## src/rtl/spike_vote_fc.sv

```systemverilog
// spike_vote_fc: per-neuron spike counting over T_STEPS valid timesteps,
// followed by a one-neuron-per-cycle argmax that yields the winning class.
module spike_vote_fc #(
  parameter int N_OUT   = 10,
  parameter int T_STEPS = 8,
  parameter int CNT_W   = 8
) (
  input  logic                     clk,
  input  logic                     rst,
  input  logic                     start,
  input  logic                     spk_valid,
  input  logic [N_OUT-1:0]         spk_in,
  output logic                     busy,
  output logic                     done,
  output logic [$clog2(N_OUT)-1:0] class_out,
  output logic [CNT_W-1:0]         class_cnt,
  output logic [N_OUT*CNT_W-1:0]   cnt_bus
);

  localparam int CW = $clog2(N_OUT);
  localparam int IW = $clog2(N_OUT + 1);   // idx also encodes the final "load result" cycle
  localparam int SW = $clog2(T_STEPS + 1);
  localparam logic [CNT_W-1:0] CNT_MAX = {CNT_W{1'b1}};

  typedef enum logic [1:0] {S_IDLE, S_ACCUM, S_ARGMAX} state_e;

  state_e            state_q, state_d;
  logic [SW-1:0]     step_q, step_d;
  logic [IW-1:0]     idx_q, idx_d;
  logic [CW-1:0]     best_idx_q, best_idx_d;
  logic [CNT_W-1:0]  best_cnt_q, best_cnt_d;
  logic [CNT_W-1:0]  cnt_q [N_OUT];
  logic [CNT_W-1:0]  cnt_d [N_OUT];
  logic [CW-1:0]     class_q, class_d;
  logic [CNT_W-1:0]  class_cnt_q, class_cnt_d;
  logic              done_q, done_d;

  // Next-state: counter accumulation, sequential argmax, result load
  always_comb begin
    state_d     = state_q;
    step_d      = step_q;
    idx_d       = idx_q;
    best_idx_d  = best_idx_q;
    best_cnt_d  = best_cnt_q;
    cnt_d       = cnt_q;
    class_d     = class_q;
    class_cnt_d = class_cnt_q;
    done_d      = 1'b0;
    case (state_q)
      S_IDLE: begin
        if (start) begin
          for (int i = 0; i < N_OUT; i++) cnt_d[i] = '0;
          step_d  = '0;
          state_d = S_ACCUM;
        end
      end
      S_ACCUM: begin
        if (spk_valid) begin
          for (int i = 0; i < N_OUT; i++)
            if (spk_in[i] && cnt_q[i] != CNT_MAX) cnt_d[i] = cnt_q[i] + CNT_W'(1);
          step_d = step_q + SW'(1);
          if (step_q == SW'(T_STEPS - 1)) begin
            state_d    = S_ARGMAX;
            idx_d      = '0;
            best_idx_d = '0;
            best_cnt_d = '0;
          end
        end
      end
      S_ARGMAX: begin
        // idx == N_OUT is the extra cycle that publishes the result
        if (idx_q == IW'(N_OUT)) begin
          class_d     = best_idx_q;
          class_cnt_d = best_cnt_q;
          done_d      = 1'b1;
          state_d     = S_IDLE;
        end else begin
          // strict compare keeps the lowest index on ties
          if (cnt_q[idx_q[CW-1:0]] > best_cnt_q) begin
            best_idx_d = idx_q[CW-1:0];
            best_cnt_d = cnt_q[idx_q[CW-1:0]];
          end
          idx_d = idx_q + IW'(1);
        end
      end
      default: state_d = S_IDLE;
    endcase
  end

  // State registers with synchronous reset
  always_ff @(posedge clk) begin
    if (rst) begin
      state_q     <= S_IDLE;
      step_q      <= '0;
      idx_q       <= '0;
      best_idx_q  <= '0;
      best_cnt_q  <= '0;
      class_q     <= '0;
      class_cnt_q <= '0;
      done_q      <= 1'b0;
      for (int i = 0; i < N_OUT; i++) cnt_q[i] <= '0;
    end else begin
      state_q     <= state_d;
      step_q      <= step_d;
      idx_q       <= idx_d;
      best_idx_q  <= best_idx_d;
      best_cnt_q  <= best_cnt_d;
      class_q     <= class_d;
      class_cnt_q <= class_cnt_d;
      done_q      <= done_d;
      for (int i = 0; i < N_OUT; i++) cnt_q[i] <= cnt_d[i];
    end
  end

  for (genvar g = 0; g < N_OUT; g++) begin : g_bus
    assign cnt_bus[CNT_W*g +: CNT_W] = cnt_q[g];
  end

  assign busy      = (state_q != S_IDLE);
  assign done      = done_q;
  assign class_out = class_q;
  assign class_cnt = class_cnt_q;

endmodule

```

## config.mk

```make
export PLATFORM = sky130hd
export DESIGN_NAME = spike_vote_fc
export DESIGN_NICKNAME = d
export VERILOG_FILES = /design/src/rtl/spike_vote_fc.sv
export SDC_FILE = /design/constraint.sdc
export NUM_CORES = 1
export LEC_CHECK = 0
export CORE_MARGIN = 1
export CORE_UTILIZATION = 30
export CTS_CLUSTER_DIAMETER = 200
export DETAILED_ROUTE_END_ITERATION = 7
export PLACE_DENSITY = 0.57
export SLEW_MARGIN = 10
export SYNTH_ARGS = -nofsm -noshare
export SYNTH_HDL_FRONTEND = slang
export SYNTH_SLANG_ARGS = --single-unit
```

## constraint.sdc

```tcl
create_clock -name clk -period 3.2 [get_ports clk]
set_input_delay 0.64 -clock clk [delete_from_list [all_inputs] [get_ports clk]]
set_output_delay 0.64 -clock clk [all_outputs]
set_load 0.02 [all_outputs]
```

==> metrics.txt, run 1 <==
met2 usage=0.283; initial antenna violation count=0; crit end category=register; H-tree Lvls=4; vias in the first global route=5104; met1 GRT Util=0.261; worst setup margin=335 ps; CTS Root Cell=clkbuf_16; Worst Skew=about 9.0 ps; total track usage=0.187; outcome=complete, no violations; cts repair resizes=0; Worst Hold Class=reg -> reg; syn avg cell area=about 8.8 um^2; layout cells sized above 1=0.0863; Synth Flop Type=dfxtp_1; VDD IR max=~0.32 mV; Synth top area share=0.378; Net Count, Synth=between 700 and 800; Setup TNS Final=0 ps; sequential area share after synthesis=0.378; crit start category=register; number of flops mapped to enable cells by yosys=0; DP HPWL=between 10000 and 15000 um; vias per cell=between 5 and 6; top cells by count, synth=dfxtp_1 (115), nor2_1 (95), a21oi_1 (52); TritonCTS clock tree=done; FF+latch count, synth=approximately 120; I/O pin cnt=about 110; Final Hold Fails=0; First-pass DRT Iterations=4; Syn. warnings=0; Fmax achieved=between 0.3 and 0.4 GHz; post-synthesis cell area=6090 um^2; Synth area leaders=dfxtp_1 (38%), mux4_2 (5.9%), nor2_1 (5.9%); Leakage=around 2.7 nW; Clock Pin Slew Worst Setup and Hold Paths=50 ps; Critical Path AT=around 3200 ps; Power Dens Cells=431 nW/um^2; core area=19700 um^2; ys async rst share=0; largest net degree at the start of global routing=40; WL final=about 18000 um; RSZ-0062 raised after global routing=false; CTS sink cnt=roughly 120; MaxCap Viol Count=0; WL/cell=between 15 and 20 um; Die Width=roughly 140 um; die height=around 140 um; Distinct cells, synth=58; layout net count=around 830; busiest grt layer=met2; Setup violations, final=0; most common cell in the synthesized netlist=dfxtp_1; row count=51; clock buffer count from CTS=17; required time of the critical path=3560 ps; Final Slew Violations=0; via count=between 5000 and 6000; Initial DRC Count=just under 300; Mapped Cells=about 700; CTS hold repair buffers=0; Initial Util=0.310; ANT cells=0; Routability Congestion=around 0.8; GRT Residual Overflow=0; Skew-Pair Late Insertion Delay=420 ps; worst-margin pin slew=approximately 720 ps; met3 Use GR=0.0387; area leader, netlist=dfxtp_1; pre-CTS WS=~330 ps; Port-buffer cells=roughly 110; Die ar.=roughly 21000 um^2; clk buf depth=2; first-pass GRT wire length=approximately 29000 um; CP Max Fanout=16; Area Overhead vs Synth=30.8%; fin crit period=~2900 ps; Slew headroom=0.514; Post-CTS Setup Inserts=0; DRC errors left=0; critical path class=reg -> reg; Routed Antenna Nets=0; final worst path period share=0.895
## flip-flops by register name, summed over array words and instances, names as in the netlist
signal      cells
step_q          4
state_q         2
class_out       4
best_cnt_q      8
idx_q           4
done            1
class_cnt       8
best_idx_q      4
cnt_bus        80
## metrics by stage
stage                util  cell area, um^2  hold WS [ps]  cells  power (W)
CTS                 0.405             7970           482   1076    0.00346
floorplan               -             6090           442    693    0.00163
global placement    0.378             7430           468   1045    0.00172
finish              0.405             7970           476   1076    0.00343
global route        0.405             7970           505   1076    0.00355
detailed placement  0.378             7430           470   1045    0.00172
## power by group
| group | internal [W] | total (W) | switching, W | leakage, nW |
|---|---|---|---|---|
| logic | 0.0000815 | 0.000222 | 0.000141 | 1.51 |
| registers | 0.00144 | 0.00147 | 0.0000228 | 0.927 |
| clock network | 0.00107 | 0.00174 | 0.000668 | 0.258 |
| total | 0.00260 | 0.00343 | 0.000831 | 2.70 |
## cell type report
class / instances / area, um^2
multi-input combinational: 527 / 3540
tap: 265 / 332
clock inverter: 10 / 86.3
inverter: 17 / 63.8
timing repair buffer: 121 / 1190
fill: 2030 / 11700
sequential: 115 / 2300
clock buffer: 21 / 450
## placed cells by master (no fill, tap or decap), types with 7 or more instances in the layout
| cell | Yosys | final |
|---|---|---|
| dfxtp_1 | 115 | 115 |
| xnor2_1 | 25 | 25 |
| nand3_1 | 45 | 45 |
| and3_1 | 19 | 19 |
| nor2_1 | 95 | 95 |
| mux4_2 | 16 | 16 |
| nand2_1 | 49 | 48 |
| a21oi_1 | 52 | 52 |
| or3_1 | 8 | 8 |
| o21ai_1 | 10 | 10 |
| a211oi_1 | 11 | 11 |
| inv_1 | 15 | 15 |
| nand4_1 | 14 | 14 |
| o31ai_1 | 7 | 7 |
| mux2i_1 | 24 | 24 |
| a22o_1 | 10 | 10 |
| o21ai_0 | 35 | 35 |
| clkbuf_16 | 0 | 17 |
| clkdlybuf4s50_1 | 0 | 107 |
| and2_1 | 8 | 8 |
| ha_1 | 21 | 21 |
| buf_4 | 6 | 13 |
| xor2_1 | 14 | 14 |
## worst max-delay path, stage by stage (launching register included)
cell and delay [ps]:
dfxtp_1 320, buf_4 270, mux4_2 530, a21oi_1 160
o21ai_0 130, ha_1 360, nand4_1 140, nor2_1 90
or3_4 350, a21oi_4 270, a22o_1 180
## path summary, 6_finish.rpt
path,to,cells past startpoint,from,slack [ps]
setup / recovery,best_cnt_q[2],10,idx_q[0],330
hold / removal,best_idx_q[2],1,best_idx_q[2],480
setup reg to reg,best_cnt_q[2],10,idx_q[0],330
hold reg to reg,best_idx_q[2],1,best_idx_q[2],480
## layer usage
metal | part of all wire | wire, um
met5 | 0 | 0
met4 | 0.019 | 354
met3 | 0.040 | 741
met2 | 0.44 | 8210
met1 | 0.50 | 9170
## logic make-up (layout without fill, tap and decap cells)
| group | Yosys count | count (layout) | share of synthesized area |
|---|---|---|---|
| flops | 115 | 115 | 0.378 |
| fa+ha+maj | 21 | 21 | 0.0431 |
| compound gates | 159 | 159 | 0.167 |
| buf+inv | 51 | 169 | 0.0407 |
| simple gates | 267 | 267 | 0.214 |
| mux | 41 | 41 | 0.101 |
| xor+xnor | 39 | 39 | 0.0561 |
No activity file was read; power rests on OpenSTA's default activity.
==> run 2: changes to the inputs <==
--- a/config.mk
+++ b/config.mk
@@ -9,6 +9,7 @@
 export CORE_UTILIZATION = 30
 export CTS_CLUSTER_DIAMETER = 200
 export DETAILED_ROUTE_END_ITERATION = 7
+export GPL_ROUTABILITY_DRIVEN = 0
 export PLACE_DENSITY = 0.57
 export SLEW_MARGIN = 10
 export SYNTH_ARGS = -nofsm -noshare
==> results of run 2 <==
The final DEF is identical to that of run 1; final timing and power are the same.
